[src/rtl/mu0_mux_arb.sv]
// N-channel registered multiplexer with arbitration and a one-entry valid/ready output stage.
// Define MU0_MUX_ARB_RR_EN for round-robin arbitration; otherwise the lowest requesting index wins.
module mu0_mux_arb #(
  parameter int unsigned WIDTH    = 12,
  parameter int unsigned CHANNELS = 4,
  parameter int unsigned SELW     = 2
) (
  input  logic                        clk,
  input  logic                        reset,
  input  logic [CHANNELS-1:0]         req,
  input  logic [CHANNELS*WIDTH-1:0]   data,
  output logic [CHANNELS-1:0]         ack,
  output logic                        out_valid,
  output logic [WIDTH-1:0]            out_data,
  output logic [SELW-1:0]             out_sel,
  input  logic                        out_ready
);

  typedef enum logic {EMPTY, FULL} state_e;

  state_e            state_q, state_d;
  logic [WIDTH-1:0]  data_q, data_d;
  logic [SELW-1:0]   sel_q, sel_d;
  logic [SELW-1:0]   ptr_q, ptr_d;

  logic [WIDTH-1:0]  chan_data [CHANNELS];
  logic              load;
  logic              any_req;
  logic              found;
  logic [SELW-1:0]   cand;
  logic [SELW-1:0]   win;

  for (genvar g = 0; g < CHANNELS; g++) begin : g_unpack
    assign chan_data[g] = data[g*WIDTH +: WIDTH];
  end

  // Capture enable and winner selection.
  always_comb begin
    load    = (state_q == EMPTY) || out_ready;
    any_req = |req;
    found   = 1'b0;
    cand    = '0;
    win     = '0;
`ifdef MU0_MUX_ARB_RR_EN
    for (int unsigned k = 1; k <= CHANNELS; k++) begin
      cand = SELW'((32'(ptr_q) + k) % CHANNELS);
      if (!found && req[cand]) begin
        found = 1'b1;
        win   = cand;
      end
    end
`else
    for (int unsigned k = 0; k < CHANNELS; k++) begin
      cand = SELW'(k);
      if (!found && req[cand]) begin
        found = 1'b1;
        win   = cand;
      end
    end
`endif
  end

  always_ff @(posedge clk) begin
    if (reset) begin
      state_q <= EMPTY;
      data_q  <= '0;
      sel_q   <= '0;
      ptr_q   <= SELW'(CHANNELS - 1);
    end else begin
      state_q <= state_d;
      data_q  <= data_d;
      sel_q   <= sel_d;
      ptr_q   <= ptr_d;
    end
  end

  always_comb begin
    state_d = state_q;
    data_d  = data_q;
    sel_d   = sel_q;
    ptr_d   = ptr_q;
    if (load) begin
      if (any_req) begin
        state_d = FULL;
        data_d  = chan_data[win];
        sel_d   = win;
        ptr_d   = win;
      end else begin
        state_d = EMPTY;
      end
    end
  end

  always_comb begin
    ack = '0;
    if (!reset && load && any_req) begin
      ack[win] = 1'b1;
    end
    out_valid = (state_q == FULL);
    out_data  = data_q;
    out_sel   = sel_q;
  end

endmodule
[config.mk]
export PLATFORM = sky130hd
export DESIGN_NAME = mu0_mux_arb
export DESIGN_NICKNAME = d
export VERILOG_FILES = /design/src/rtl/mu0_mux_arb.sv
export SDC_FILE = /design/constraint.sdc
export NUM_CORES = 1
export LEC_CHECK = 0
export ABC_AREA = 1
export CAP_MARGIN = 20
export CORE_UTILIZATION = 30
export CTS_CLUSTER_SIZE = 14
export DETAILED_ROUTE_END_ITERATION = 16
export GPL_TIMING_DRIVEN = 1
export PLACE_DENSITY = 0.77
export SLEW_MARGIN = 20
export SYNTH_ARGS = -nofsm -noshare
export SYNTH_HDL_FRONTEND = slang
export SYNTH_SLANG_ARGS = --single-unit
[constraint.sdc]
create_clock -name clk -period 2.5 [get_ports clk]
set_clock_uncertainty 0.05 [all_clocks]
set_input_delay 0.75 -clock clk [delete_from_list [all_inputs] [get_ports clk]]
set_output_delay 0.75 -clock clk [all_outputs]
set_load 0.02 [all_outputs]
==> flow_summary.yaml, run 1 <==
sta:
  finalHoldViolations: 0
  maxSlewViolCount: 0
  fin_crit_ns: 2.47
  fmax_mhz: 405
  fin_crit_sh_pct: 98.7
  fin_setup_tns_ns: 0
  setup_violations: 0
  rsz0062_at_grt: "yes"
  slew-limit-headroom_pct: 80.7
  holdWs_ns: 0.422
  worst_pin_slew_ns: 0.290
critical_path:
  path_cells: "dlygate4sd2_1 -> buf_4 -> o21ai_4 -> inv_2 -> nor3_2 -> buf_4"
  r2r_end: "out_data[5]"
  critPathRequiredTime_ns: 1.70
  ff2ff_setup_slack_ns: 1.16
  cp_max_fo: 2
  critPathMaxStageDelay_ns: 0.25
  cp_common_cell: "buf_4"
  cp_slowest_cell: "dlygate4sd2_1"
  r2r_cells: 7
  critPathBufInv: 4
  crit_family: "buffers and inverters"
  critPathLaunchType: "input port"
  critPathKind: "in -> out"
  critPathCaptureType: "primary output"
  worstPathArrival_ns: 1.67
  rr_startpoint: "out_valid"
floorplanning:
  rows: 23
  start_util_pct: 31.5
  fp.dieH_um: 67.3
  io_pins: 74
  dieArea_mm2: 0.00453
  coreArea_mm2: 0.00406
  fp.dieW_um: 67.3
routing:
  viasPerCell: 4.37
  highest_layer: "met4"
  met2_length_um: 1960
  wl_met1_um: 1590
  vias: 1604
  final_antenna_net_count: 0
  first_iter_violations: 76
  wl_um: 3880
  drc: 0
  wl_met3_um: 325
  wire_per_inst_um: 10.6
  dr.pass1.iters: 4
pwr:
  clkPwrFrac_pct: 23.5
  p_seq_share_pct: 33.5
  ir_worst_vdd_mv: 0.287
  pwr-share-comb_pct: 43.0
  p_sw_share_pct: 31.6
  p_switching_uw: 260
  power_density_mw_per_mm2: 376
  p_int_uw: 561
  p_leak_nw: 1.22
logic_synthesis:
  syn-cell-area_mm2: 0.00128
  seq_area_frac_synth_pct: 23.5
  yosys.area.top_type: "nand3_1"
  ys_warn_count: 0
  synthCells: 234
  syn-num-nets: 289
  synth.top_cell.area_share_pct: 23.9
  ys_ff_latch: 15
  synth_area_leaders: "nand3_1 (24%), dfxtp_1 (23%), inv_1 (19%), nand2_1 (11%), nor2_1 (7.9%)"
  yosysUniqueCellTypes: 20
  avgSynthCellArea_um2: 5.46
placement:
  hpwlAfterDp_um: 2880
  numPortBuffers: 73
  dp.cells: 359
  routabilityCongestion: 0.760
  placed_area_mm2: 0.00210
cts:
  cts.sinks: 15
  cts_tree: "yes"
  clk_pin_slew_ns: 0.06
  cts_buffers: 3
  clock_path_buffers: 2
  clk-insertion-delay-late_ns: 0.24
  cts-root-buf: "clkbuf_8"
  cts_max_level: 1
global_routing:
  grt_pass1_wl_um: 6270
  grt_antenna_before_repair: 0
  grt_overflow_total: 0
  grt_max_degree: 30
  grt_use_total_pct: 18.2
  grt_pass1_vias: 1509
finish:
  drive_above_1_share_pct: 13.2
  num-fill-cells: 427
  design_area_mm2: 0.00218
  mostFrequentLayoutCells: "inv_1 (64), clkdlybuf4s50_1 (64), nand3_1 (61)"
  diodes: 0
  nets: 373
  area_growth_syn_to_layout_pct: 70.8
  fin_cells: 367
worst_hold_path:
  hp-class: "reg -> reg"
  whs_endpoint: "out_sel[0]"
  whs_path_depth: 2
  min-delay-start: "out_sel[0]"
status:
  outcome: "completed"
job:
  maxCapViolCount: 0
registers in the layout (all words and copies together), names as in the netlist:
name       flops
out_sel        2
out_valid      1
out_data      12
tightest hold or removal path: stages, from the launching register on:
cell and delay (ns):
dfxtp_1 0.31, nand2_1 0.06, o21ai_0 0.06
Yosys cell counts, drive strengths merged:
cell	instances
nand2	41
nor2	29
nand3	61
nor3	2
clkbuf	1
a31oi	1
inv	68
dfxtp	15
o21ai	4
a21oi	1
buf	11
power groups by stage:
| stage | clock network, mW | registers, mW | logic [mW] |
|---|---|---|---|
| 2_1_floorplan | 0 | 0.310 | 0.144 |
| 4_1_cts | 0.200 | 0.276 | 0.353 |
| 5_1_grt | 0.214 | 0.278 | 0.392 |
| 3_3_place_gp | 0 | 0.280 | 0.346 |
| 6_report | 0.193 | 0.275 | 0.353 |
| 3_5_place_dp | 0 | 0.281 | 0.350 |
per-stage QoR:
step,worst slack [ns],total power [mW],util (%)
2_1_floorplan,0.00379,0.454,-
3_3_place_gp,-0.679,0.626,51.8
3_5_place_dp,-0.722,0.631,51.8
4_1_cts,0.00611,0.829,53.1
5_1_grt,-0.0194,0.884,53.8
6_report,0.0317,0.821,53.8
worst max-delay path by stage:
stage / startpoint / endpoint / slack, ns / cells past startpoint
final: req[2] / ack[0] / 0.03 / 6
after global routing: req[2] / ack[0] / -0.02 / 6
after CTS: req[2] / ack[0] / 0.006 / 6
after detailed placement: req[1] / ack[0] / -0.72 / 6
after global placement: req[1] / ack[0] / -0.68 / 6
after floorplan: req[3] / ack[0] / 0.004 / 5
final cells by class:
class | count | area (um2) | share of cell area (%)
timing repair buffer | 91 | 838 | 38.4
multi-input combinational | 139 | 683 | 31.3
sequential | 15 | 300 | 13.7
inverter | 68 | 255 | 11.7
tap | 50 | 62.6 | 2.86
clock buffer | 4 | 45.0 | 2.06
routing by layer:
layer,global-route usage (%),vias to the layer above
li1,-,859
met1,18.4,693
met2,35.6,49
met3,6.76,3
met4,2.66,0
met5,0,-
what timing repair did:
item	CTS	global route
hold buffers	0	0
buffers inserted	0	4
endpoints found under the hold margin	0	0
pin swaps	4	4
gates resized for setup	35	4
setup endpoints to repair	4	3
logic make-up after synthesis:
group,synth area share [%]
DFF,23.5
buffers and inverters,25.9
AOI/OAI and AO/OA,3.23
and+or+nand+nor,47.4
Note: power is estimated with default switching activity, not from simulation.
==> run 2: changes to the inputs <==
Settings changed: CTS_CLUSTER_DIAMETER set to 50.
==> results of run 2 <==
The final DEF is identical to that of run 1; final timing and power are the same.
==> run 3: changes to the inputs <==
Settings changed: CTS_CLUSTER_SIZE 14 to unset, GPL_ROUTABILITY_DRIVEN set to 0.
==> results of run 3 <==
The final DEF is identical to that of run 1; final timing and power are the same.
